===== src/rtl/upower_ctrl_pkg.sv =====
// Shared constants for the uPower control pipeline: opcodes, ALU-op codes,
// control-bundle layout and the packed bundle type.
package upower_ctrl_pkg;

  localparam int CW = 11;

  localparam logic [5:0] OP_XFORM = 6'b011111;
  localparam logic [5:0] OP_LD    = 6'b111010;
  localparam logic [5:0] OP_STD   = 6'b111110;
  localparam logic [5:0] OP_BC    = 6'b010011;
  localparam logic [5:0] OP_B     = 6'b010010;
  localparam logic [5:0] OP_ADDI  = 6'b001110;
  localparam logic [5:0] OP_ORI   = 6'b011000;

  localparam logic [1:0] ALU_ADD = 2'b00;
  localparam logic [1:0] ALU_BR  = 2'b01;
  localparam logic [1:0] ALU_R   = 2'b10;
  localparam logic [1:0] ALU_IMM = 2'b11;

  localparam int OFF_REG_DST    = 10;
  localparam int OFF_ALU_SRC    = 9;
  localparam int OFF_MEM_TO_REG = 8;
  localparam int OFF_REG_WRITE  = 7;
  localparam int OFF_MEM_READ   = 6;
  localparam int OFF_MEM_WRITE  = 5;
  localparam int OFF_BRANCH     = 4;
  localparam int OFF_JUMP       = 3;
  localparam int OFF_SIGN_ZERO  = 2;
  localparam int OFF_ALU_OP     = 0;

  // Field order matches the OFF_* positions above (MSB first).
  typedef struct packed {
    logic       reg_dst;
    logic       alu_src;
    logic       mem_to_reg;
    logic       reg_write;
    logic       mem_read;
    logic       mem_write;
    logic       branch;
    logic       jump;
    logic       sign_zero;
    logic [1:0] alu_op;
  } ctrl_t;

endpackage


===== src/rtl/upower_ctrl_decode.sv =====
// Combinational primary-opcode decoder: produces the control bundle and an
// illegal-opcode flag. Unknown opcodes yield an all-zero bundle.
module upower_ctrl_decode
  import upower_ctrl_pkg::*;
(
  input  logic [5:0]    opcode,
  output logic [CW-1:0] ctrl,
  output logic          illegal
);

  ctrl_t w_dec;

  always_comb begin
    w_dec   = '0;
    illegal = 1'b0;
    case (opcode)
      OP_XFORM: begin
        w_dec.reg_dst   = 1'b1;
        w_dec.reg_write = 1'b1;
        w_dec.alu_op    = ALU_R;
      end
      OP_LD: begin
        w_dec.alu_src    = 1'b1;
        w_dec.mem_to_reg = 1'b1;
        w_dec.reg_write  = 1'b1;
        w_dec.mem_read   = 1'b1;
        w_dec.alu_op     = ALU_ADD;
      end
      OP_STD: begin
        w_dec.alu_src   = 1'b1;
        w_dec.mem_write = 1'b1;
        w_dec.alu_op    = ALU_ADD;
      end
      OP_BC: begin
        w_dec.branch = 1'b1;
        w_dec.alu_op = ALU_BR;
      end
      OP_B: begin
        w_dec.jump = 1'b1;
      end
      OP_ADDI: begin
        w_dec.alu_src   = 1'b1;
        w_dec.reg_write = 1'b1;
        w_dec.alu_op    = ALU_IMM;
      end
      OP_ORI: begin
        w_dec.alu_src   = 1'b1;
        w_dec.reg_write = 1'b1;
        w_dec.sign_zero = 1'b1;
        w_dec.alu_op    = ALU_IMM;
      end
      default: illegal = 1'b1;
    endcase
  end

  assign ctrl = w_dec;

endmodule


===== src/rtl/upower_ctrl_pipe.sv =====
// uPower control pipeline: decode in ID, STAGES registered control stages with
// stall/flush/bubble handling. Define UPOWER_CTRL_HAZARD_EN for the load-use
// interlock and the saturating hazard-bubble counter.
module upower_ctrl_pipe
  import upower_ctrl_pkg::*;
#(
  parameter int STAGES = 3,
  parameter int RW     = 5,
  parameter int CNTW   = 16
) (
  input  logic                 clk,
  input  logic                 reset,
  input  logic                 id_valid,
  input  logic [5:0]           id_opcode,
  input  logic [RW-1:0]        id_dst,
  input  logic [RW-1:0]        id_src_a,
  input  logic [RW-1:0]        id_src_b,
  input  logic                 stall_in,
  input  logic                 flush_in,
  output logic                 id_ready,
  output logic [STAGES*CW-1:0] stage_ctrl,
  output logic [STAGES-1:0]    stage_valid,
  output logic [STAGES*RW-1:0] stage_dst,
  output logic                 illegal_op,
  output logic [CNTW-1:0]      bubble_cnt
);

  logic [CW-1:0]     w_dec_ctrl;
  logic              w_dec_illegal;
  logic              w_hz;
  logic              w_bubble;

  logic [STAGES-1:0] r_valid;
  logic [CW-1:0]     r_ctrl [STAGES];
  logic [RW-1:0]     r_dst  [STAGES];
  logic              r_illegal;

  upower_ctrl_decode u_decode (
    .opcode  (id_opcode),
    .ctrl    (w_dec_ctrl),
    .illegal (w_dec_illegal)
  );

`ifdef UPOWER_CTRL_HAZARD_EN
  logic [CNTW-1:0] r_bubble_cnt;

  // A load in EX whose destination feeds the ID instruction must wait a cycle.
  assign w_hz = r_valid[0] & r_ctrl[0][OFF_MEM_READ] & id_valid &
                ((r_dst[0] == id_src_a) | (r_dst[0] == id_src_b));

  always_ff @(posedge clk) begin
    if (reset)
      r_bubble_cnt <= '0;
    else if (!stall_in && !flush_in && w_hz && (r_bubble_cnt != '1))
      r_bubble_cnt <= r_bubble_cnt + CNTW'(1);
  end

  assign bubble_cnt = r_bubble_cnt;
`else
  logic w_unused_srcs;

  assign w_unused_srcs = ^{id_src_a, id_src_b};
  assign w_hz          = 1'b0;
  assign bubble_cnt    = '0;
`endif

  assign id_ready = ~stall_in & ~(w_hz & ~flush_in);
  assign w_bubble = flush_in | w_hz;

  always_ff @(posedge clk) begin
    if (reset) begin
      r_valid <= '0;
      for (int k = 0; k < STAGES; k++) begin
        r_ctrl[k] <= '0;
        r_dst[k]  <= '0;
      end
    end else if (!stall_in) begin
      if (w_bubble) begin
        r_valid[0] <= 1'b0;
        r_ctrl[0]  <= '0;
        r_dst[0]   <= '0;
      end else begin
        r_valid[0] <= id_valid;
        r_ctrl[0]  <= w_dec_ctrl;
        r_dst[0]   <= id_dst;
      end
      for (int k = 1; k < STAGES; k++) begin
        r_valid[k] <= r_valid[k-1];
        r_ctrl[k]  <= r_ctrl[k-1];
        r_dst[k]   <= r_dst[k-1];
      end
    end
  end

  // Sticky until reset; only an instruction actually taken by ID can set it.
  always_ff @(posedge clk) begin
    if (reset)
      r_illegal <= 1'b0;
    else if (id_ready && id_valid && w_dec_illegal)
      r_illegal <= 1'b1;
  end

  assign illegal_op  = r_illegal;
  assign stage_valid = r_valid;

  for (genvar gi = 0; gi < STAGES; gi++) begin : g_out
    assign stage_ctrl[gi*CW +: CW] = r_ctrl[gi];
    assign stage_dst[gi*RW +: RW]  = r_dst[gi];
  end

endmodule


===== config.mk =====
export PLATFORM = sky130hd
export DESIGN_NAME = upower_ctrl_pipe
export DESIGN_NICKNAME = d
export VERILOG_FILES = /design/src/rtl/upower_ctrl_pkg.sv /design/src/rtl/upower_ctrl_decode.sv /design/src/rtl/upower_ctrl_pipe.sv
export SDC_FILE = /design/constraint.sdc
export NUM_CORES = 1
export LEC_CHECK = 0
export CORE_UTILIZATION = 42
export CTS_CLUSTER_DIAMETER = 150
export DETAILED_ROUTE_END_ITERATION = 8
export PLACE_DENSITY = 0.85
export SLEW_MARGIN = 20
export SYNTH_ARGS = -nofsm -noshare
export SYNTH_HDL_FRONTEND = slang
export SYNTH_SLANG_ARGS = --single-unit

===== constraint.sdc =====
create_clock -name clk -period 2 [get_ports clk]
set_clock_uncertainty 0.15 [all_clocks]
set_input_delay 0.2 -clock clk [delete_from_list [all_inputs] [get_ports clk]]
set_output_delay 0.2 -clock clk [all_outputs]
set_load 0.02 [all_outputs]

==> results of run 1 <==
==> metrics by stage <==
step	hold slack, ns	cell area [um2]
after global placement	0.302	2890
final	0.359	2990
after floorplan	0.194	2230
after global routing	0.357	2990
after detailed placement	0.345	2890
after CTS	0.354	2990
==> synthesized netlist by cell type (all sizes together), types with 2 or more instances <==
library cell	count
and3b	2
buf	22
nand3b	2
nor3b	2
nand2	5
edfxtp	45
nor2	8
dfxtp	4
clkbuf	5
and2	37
nand2b	3
inv	3
mux2i	2
nor3	4
nand3	2
a21oi	2
==> logic make-up after synthesis <==
| family | share of synthesized area (%) |
|---|---|
| AND/OR/NAND/NOR | 20.4 |
| multiplexers | 0.923 |
| flip-flops | 66.0 |
| other | 0.173 |
| AO/OA/AOI/OAI | 3.58 |
| buffers and inverters | 8.94 |
==> power by group through the flow <==
stage               combinational (mW)  clock (mW)  sequential [mW]
floorplan                        0.130           0             1.30
global placement                 0.357           0             1.22
detailed placement               0.362           0             1.23
CTS                              0.363       0.630             1.20
global route                     0.384       0.678             1.21
finish                           0.361       0.619             1.20
==> layout make-up <==
type | instances | share of cell area [%]
repair buffers | 77 | 25.4
well taps | 67 | 2.80
multi-input cells | 100 | 20.1
flip-flops and latches | 49 | 47.9
clock inverters | 1 | 0.167
inverters | 3 | 0.377
clock buffers | 7 | 3.22
==> worst min-delay path, cell delays in order <==
cell and delay, ns:
clkdlybuf4s50_1 0.42, nand2_1 0.07, o41ai_1 0.07
==> state kept, by name, summed over array words and instances (netlist names) <==
name,cells
r_dst,15
r_ctrl,30
illegal_op,1
stage_valid,3
==> how the worst max path moves through the flow <==
| stage | end | slack, ns | cells past startpoint |
|---|---|---|---|
| 2_1_floorplan | r_ctrl[0][11]$_SDFFCE_PP0P_ | 0.21 | 2 |
| 3_3_place_gp | r_ctrl[0][9]$_SDFFCE_PN0P_ | 0.06 | 4 |
| 3_5_place_dp | r_ctrl[0][9]$_SDFFCE_PN0P_ | 0.05 | 4 |
| 4_1_cts | id_ready | 0.14 | 3 |
| 5_1_grt | id_ready | 0.1 | 3 |
| 6_report | id_ready | 0.16 | 3 |
==> layer usage <==
layer  GRT usage (%)  up-vias  wire (um)
met5               0        -          0
met4            3.85        0         11
met3            6.58        2        296
met2            24.3       50       1900
met1            15.8      634       1490
li1                -      679          -
==> summary.md, run 1 <==
| Metric | Value |
|---|---|
| Cells after synthesis | `164` |
| Root buf cell | `clkbuf_8` |
| Count of hold-fix buffers inserted at cts | `0` |
| CTS buffer count | `5` |
| RSZ-0062 raised after global routing | `false` |
| Crit path capture type | `primary output` |
| Worst R2R Path Depth | `1` |
| Worst Path Required | `1.65 ns` |
| CP Data Arrival Time | `1.49 ns` |
| Initial Util | `44.7%` |
| Most used DFF post-synth | `edfxtp_1` |
| Crit path top cell by count | `clkdlybuf4s50_1` |
| Critical Path Max Stage Delay | `0.61 ns` |
| Setup violators final | `0` |
| Yosys top cell by area | `edfxtp_1` |
| Filler cells | `376` |
| First-pass GRT wire length | `5.71 mm` |
| Top delay family on crit path | `buffers and inverters` |
| Iteration-0 DRC Markers | `84` |
| Bufs on Longest Clock Path | `2` |
| Area added between synthesis and finish | `37.8%` |
| Post-route DRC | `0` |
| Switching part of the total power | `24.0%` |
| HPWL after DPL | `2.77 mm` |
| Clock-pin slew on the worst setup and hold paths | `0.09 ns` |
| Share of cells above drive strength 1 | `a little under a tenth` |
| Drt wl/cell | `roughly 12 um` |
| Max VDD drop | `298 uV` |
| Total gr overflow | `0` |
| Count of different cell masters after synthesis | `36` |
| DIE WIDTH | `approximately 74 um` |
| Clock share of power | `28.4%` |
| Max-cap violations | `0` |
| Core Util, Final | `about three fifths` |
| Worst Path Buf+Inv | `3` |
| Antenna Cells | `0` |
| Core area | `between 4000 and 5000 um2` |
| Post-synthesis sequential area ratio | `66.0%` |
| Post-layout min period | `between 1.5 and 2 ns` |
| Hold/Removal Path Class | `in -> reg` |
| Sequential standard cell area | `1430 um2` |
| Flops & latches, synth | `49` |
| Ranking of synthesized cells by area | `edfxtp_1 62%, and2_1 11%, buf_4 6.6%, dfxtp_1 3.7%, nor2_1 1.4%` |
| Hold path depth | `3` |
| Nets | `262` |
| DRT antenna net count | `0` |
| Setup bufs post-CTS | `0` |
| Status | `completed` |
| Total number of vias | `~1,400` |
| R2r setup slk | `roughly 1.1 ns` |
| Vias in the first global route | `1,252` |
| EDFF count, synth | `45` |
| Setup TNS | `0 ns` |
| Period utilization | `approximately 90%` |
| H-tree level count | `2` |
| Synthesized cell area | `2170 um2` |
| CTS Sinks | `49` |
| Commonest non-fill, non-tap cell in the layout | `clkdlybuf4s50_1` |
| RD Place Congestion | `0.922` |
| Placed insts | `just under 300` |
| Slowest CP cell | `clkdlybuf4s50_1` |
| Worst-path fanout max | `9` |
| Crit. Startpoint | `stall_in` |
| YS warnings | `0` |
| Die Y | `about 74 um` |
| Int Pwr | `1.66 mW` |
| Fmax | `544 MHz` |
| CTS resizes | `0` |
| Worst setup margin | `0.160 ns` |
| Multi-input gate area | `601 um2` |
| Clk_lat worst skew | `0.29 ns` |
| Power Total | `2.18 mW` |
| Top cell type's share of synthesized area | `62.3%` |
| Port Buffers | `slightly below 70` |
| Mean Syn Cell Area | `13.2 um2` |
| Commonest non-fill, non-tap cells in the layout | `68 x clkdlybuf4s50_1, 45 x edfxtp_1, 37 x and2_1` |
| Net switching power | `between 500 and 600 uW` |
| Vias/cell | `~4.5` |
| Slew Viols, Final | `0` |
| Hold endpoint | `illegal_op$_SDFFE_PP0P_` |
| Pleak | `around 1.2 nW` |
| First drt pass iteration count | `4` |
| Initial antenna violation count | `0` |
| I/O pins | `95` |
| FF-to-FF End | `r_ctrl[0][31]$_SDFFCE_PP0P_` |
| Final Hold Viols | `0` |
| Pre-CTS setup slack | `0.0468 ns` |
| Overall Global Routing Usage | `14.1%` |
| Combinational share of power | `16.6%` |
| Critical path class | `in -> out` |
| Die ar. | `around 5500 um2` |
| HP Start | `id_valid` |
| Pin count of the biggest net entering global routing | `31` |
| Final std cells w/o fill | `304` |
| Drt total wl | `3.69 mm` |
| FP Rows | `25` |
| CTS tree | `yes` |
| R2R Path Start | `r_ctrl[0][20]$_SDFFCE_PP0P_` |
| Share of power burned in registers | `55.1%` |
| Pwr/cell area | `729 nW/um2` |
| CP startpoint kind | `input pin` |
| Crit path cell chain | `clkdlybuf4s50_1 -> inv_1 -> clkdlybuf4s50_1` |
| Ys async rst share | `0%` |
Power figures use the tool's default switching activity.
==> inputs of run 2 (changes only) <==
--- a/config.mk
+++ b/config.mk
@@ -5,6 +5,8 @@
 export SDC_FILE = /design/constraint.sdc
 export NUM_CORES = 1
 export LEC_CHECK = 0
+export ABC_AREA = 1
+export CORE_ASPECT_RATIO = 2
 export CORE_UTILIZATION = 42
 export CTS_CLUSTER_DIAMETER = 150
 export DETAILED_ROUTE_END_ITERATION = 8
==> summary.md, run 2 <==
| Metric | Value |
|---|---|
| First-pass GRT wire length | `5.59 mm (was 5.71 mm)` |
| Worst Path Required | `1.65 ns (about the same)` |
| Pwr/cell area | `758 nW/um2 (was 729 nW/um2)` |
| Pleak | `1.23 nW (was 1.16 nW)` |
| Vias/cell | `4.44 (was 4.49)` |
| Core area | `4910 um2 (was 4850 um2)` |
| R2R Path Start | `r_ctrl[0][6]$_SDFFCE_PN0P_ (was r_ctrl[0][20]$_SDFFCE_PP0P_)` |
| Worst R2R Path Depth | `2 (was 1)` |
| CTS tree | `yes (unchanged)` |
| Cells after synthesis | `206 (was 164)` |
| Share of cells above drive strength 1 | `5.42% (was 9.28%)` |
| Die ar. | `5440 um2 (was 5460 um2)` |
| Die Y | `103 um (was 73.9 um)` |
| Critical Path Max Stage Delay | `0.62 ns (was 0.61 ns)` |
| Critical path class | `in -> out (unchanged)` |
| Count leader, synth | `nor2_1 (was edfxtp_1)` |
| HPWL after DPL | `2.82 mm (was 2.77 mm)` |
| Largest register by flop count | `r_ctrl (unchanged)` |
| Total number of vias | `1,482 (was 1,365)` |
| Hold endpoint | `stage_valid[0]$_SDFFE_PP0N_ (was illegal_op$_SDFFE_PP0P_)` |
| Most frequent cells after synthesis | `53 x nor2_1, 47 x inv_1, 45 x edfxtp_1 (was 45 x edfxtp_1, 37 x and2_1, 19 x buf_4)` |
| Pin count of the biggest net entering global routing | `31 (unchanged)` |
| Initial antenna violation count | `0 (unchanged)` |
| Worst-path fanout max | `4 (was 9)` |
| Sequential standard cell area | `1430 um2 (unchanged)` |
| Clk_lat worst skew | `0.29 ns (about the same)` |
| FF-to-FF End | `r_ctrl[0][19]$_SDFFCE_PP0P_ (was r_ctrl[0][31]$_SDFFCE_PP0P_)` |
| Max-cap violations | `0 (unchanged)` |
| HP Start | `stage_valid[0]$_SDFFE_PP0N_ (was id_valid)` |
| Flops & latches, synth | `49 (unchanged)` |
| Commonest non-fill, non-tap cell in the layout | `clkdlybuf4s50_1 (unchanged)` |
| R2r setup slk | `1.06 ns (about the same)` |
| Post-route DRC | `0 (unchanged)` |
| Period utilization | `84.8% (was 92.0%)` |
| Ranking of synthesized cells by area | `edfxtp_1 63%, nor2_1 9.2%, inv_1 8.2%, buf_4 6.6%, dfxtp_1 3.7% (was edfxtp_1 62%, and2_1 11%, buf_4 6.6%, dfxtp_1 3.7%, nor2_1 1.4%)` |
| Multi-input gate area | `420 um2 (was 601 um2)` |
| Vias in the first global route | `1,379 (was 1,252)` |
| DIE WIDTH | `52.7 um (was 73.9 um)` |
| Synthesized cell area | `2160 um2 (was 2170 um2)` |
| Bufs on Longest Clock Path | `2 (unchanged)` |
| Area added between synthesis and finish | `36.6% (was 37.8%)` |
| Ys async rst share | `0% (unchanged)` |
| Antenna Cells | `0 (unchanged)` |
| Max VDD drop | `683 uV (was 298 uV)` |
| Int Pwr | `1.70 mW (was 1.66 mW)` |
| Hold/Removal Path Class | `reg -> reg (was in -> reg)` |
| CTS buffer count | `5 (unchanged)` |
| EDFF count, synth | `45 (unchanged)` |
| Clock-pin slew on the worst setup and hold paths | `0.08 ns (was 0.09 ns)` |
| Mean Syn Cell Area | `10.5 um2 (was 13.2 um2)` |
| RD Place Congestion | `0.788 (was 0.922)` |
| Share of power burned in registers | `53.8% (was 55.1%)` |
| Worst Path Buf+Inv | `3 (unchanged)` |
| Max reg flops | `30 (unchanged)` |
| Count of different cell masters after synthesis | `19 (was 36)` |
| Nets | `302 (was 262)` |
| Crit path top cell by count | `clkdlybuf4s50_1 (unchanged)` |
| Slew Viols, Final | `0 (unchanged)` |
| Initial Util | `43.9% (was 44.7%)` |
| Post-layout min period | `1.70 ns (was 1.84 ns)` |
| Status | `completed (unchanged)` |
| Fmax | `590 MHz (was 544 MHz)` |
| Top delay family on crit path | `buffers and inverters (unchanged)` |
| Net switching power | `532 uW (was 524 uW)` |
| Port Buffers | `68 (unchanged)` |
| Most used DFF post-synth | `edfxtp_1 (unchanged)` |
| Drt wl/cell | `10.9 um (was 12.1 um)` |
| Final Hold Viols | `0 (unchanged)` |
| FP Rows | `36 (was 25)` |
| Setup violators final | `0 (unchanged)` |
| CP Data Arrival Time | `1.35 ns (was 1.49 ns)` |
| Count of hold-fix buffers inserted at cts | `0 (unchanged)` |
| CTS resizes | `0 (unchanged)` |
| Commonest non-fill, non-tap cells in the layout | `68 x clkdlybuf4s50_1, 53 x nor2_1, 47 x inv_1 (was 68 x clkdlybuf4s50_1, 45 x edfxtp_1, 37 x and2_1)` |
| Crit path cell chain | `clkdlybuf4s50_1 -> inv_1 -> clkdlybuf4s50_1 (unchanged)` |
| Iteration-0 DRC Markers | `30 (was 84)` |
| CTS Sinks | `49 (unchanged)` |
| Filler cells | `427 (was 376)` |
| YS warnings | `0 (unchanged)` |
| Drt total wl | `3.63 mm (was 3.69 mm)` |
| H-tree level count | `2 (unchanged)` |
| CP startpoint kind | `input pin (unchanged)` |
| Overall Global Routing Usage | `14.4% (was 14.1%)` |
| Switching part of the total power | `23.8% (was 24.0%)` |
| Hold path depth | `2 (was 3)` |
| Total gr overflow | `0 (unchanged)` |
| Post-synthesis sequential area ratio | `66.4% (was 66.0%)` |
| First drt pass iteration count | `5 (was 4)` |
| Power Total | `2.23 mW (was 2.18 mW)` |
| Setup bufs post-CTS | `0 (unchanged)` |
| Top cell type's share of synthesized area | `62.7% (was 62.3%)` |
| RSZ-0062 raised after global routing | `false (unchanged)` |
| DRT antenna net count | `0 (unchanged)` |
| Slowest CP cell | `clkdlybuf4s50_1 (unchanged)` |
| Crit path capture type | `primary output (unchanged)` |
| Combinational share of power | `16.0% (was 16.6%)` |
| Yosys top cell by area | `edfxtp_1 (unchanged)` |
| Root buf cell | `clkbuf_8 (unchanged)` |
| Clock share of power | `30.1% (was 28.4%)` |
| I/O pins | `95 (unchanged)` |
| Setup TNS | `0 ns (unchanged)` |
## run 2: cell count changes after synthesis, sizes merged, moves of 2 or more
cell,change
nor3b,-2
mux2i,-2
nand3,+7
buf,+2
nand2b,-3
and2,-37
clkbuf,-5
nor2,+47
nand2,+6
and3b,-2
inv,+45
nand3b,-2
## run 2: area by class of cell
class	instances	share of cell area, %
Clock buffer	6	2.46
Clock inverter	2	1.15
Inverter	48	6.12
Multi-Input combinational cell	100	14.3
Sequential cell	49	48.6
Tap cell	57	2.42
Timing Repair Buffer	72	25.0
## run 2: worst register-to-register path, cell delays in order (launching register included)
cell and delay, ns:
edfxtp_1 0.43, inv_1 0.08, nor2_1 0.04
## run 2: cell families after synthesis
kind of cell    Yosys count  share of synthesized area, %
compound gates            5                          1.39
buf+inv                  72                          16.7
flops                    49                          66.4
simple gates             79                          15.3
other cells               1                         0.174
## run 2: how the worst max path moves through the flow
stage	from	endpoint	slack (ns)	depth (start not counted)
2_1_floorplan	stall_in	r_ctrl[0][11]$_SDFFCE_PP0P_	0.49	2
3_3_place_gp	stall_in	id_ready	0.31	3
3_5_place_dp	stall_in	id_ready	0.30	3
4_1_cts	stall_in	id_ready	0.30	3
5_1_grt	stall_in	id_ready	0.22	3
6_report	stall_in	id_ready	0.30	3
## run 2: power groups by stage
| stage | combinational [mW] | sequential [mW] | clock, mW |
|---|---|---|---|
| finish | 0.358 | 1.20 | 0.673 |
| global route | 0.385 | 1.21 | 0.733 |
| CTS | 0.361 | 1.20 | 0.691 |
| detailed placement | 0.360 | 1.23 | 0 |
| global placement | 0.354 | 1.22 | 0 |
| floorplan | 0.135 | 1.30 | 0 |
## run 2: metrics by stage
| step | worst slack (ns) | hold WS [ns] | instances | area [um2] | util [%] |
|---|---|---|---|---|---|
| finish | 0.305 | 0.334 | 334 | 2950 | 60.0 |
| global route | 0.220 | 0.351 | 334 | 2950 | 60.0 |
| CTS | 0.300 | 0.337 | 334 | 2950 | 60.0 |
| detailed placement | 0.300 | 0.326 | 326 | 2840 | 57.8 |
| global placement | 0.307 | 0.311 | 326 | 2840 | 57.8 |
| floorplan | 0.488 | 0.119 | 221 | 2210 | - |
## run 2: layer usage
metal  routed length (um)  GRT usage, %
met4                   65          7.09
met3                  241          5.12
met2                 2150          28.4
met5                    0             0
met1                 1180          11.5
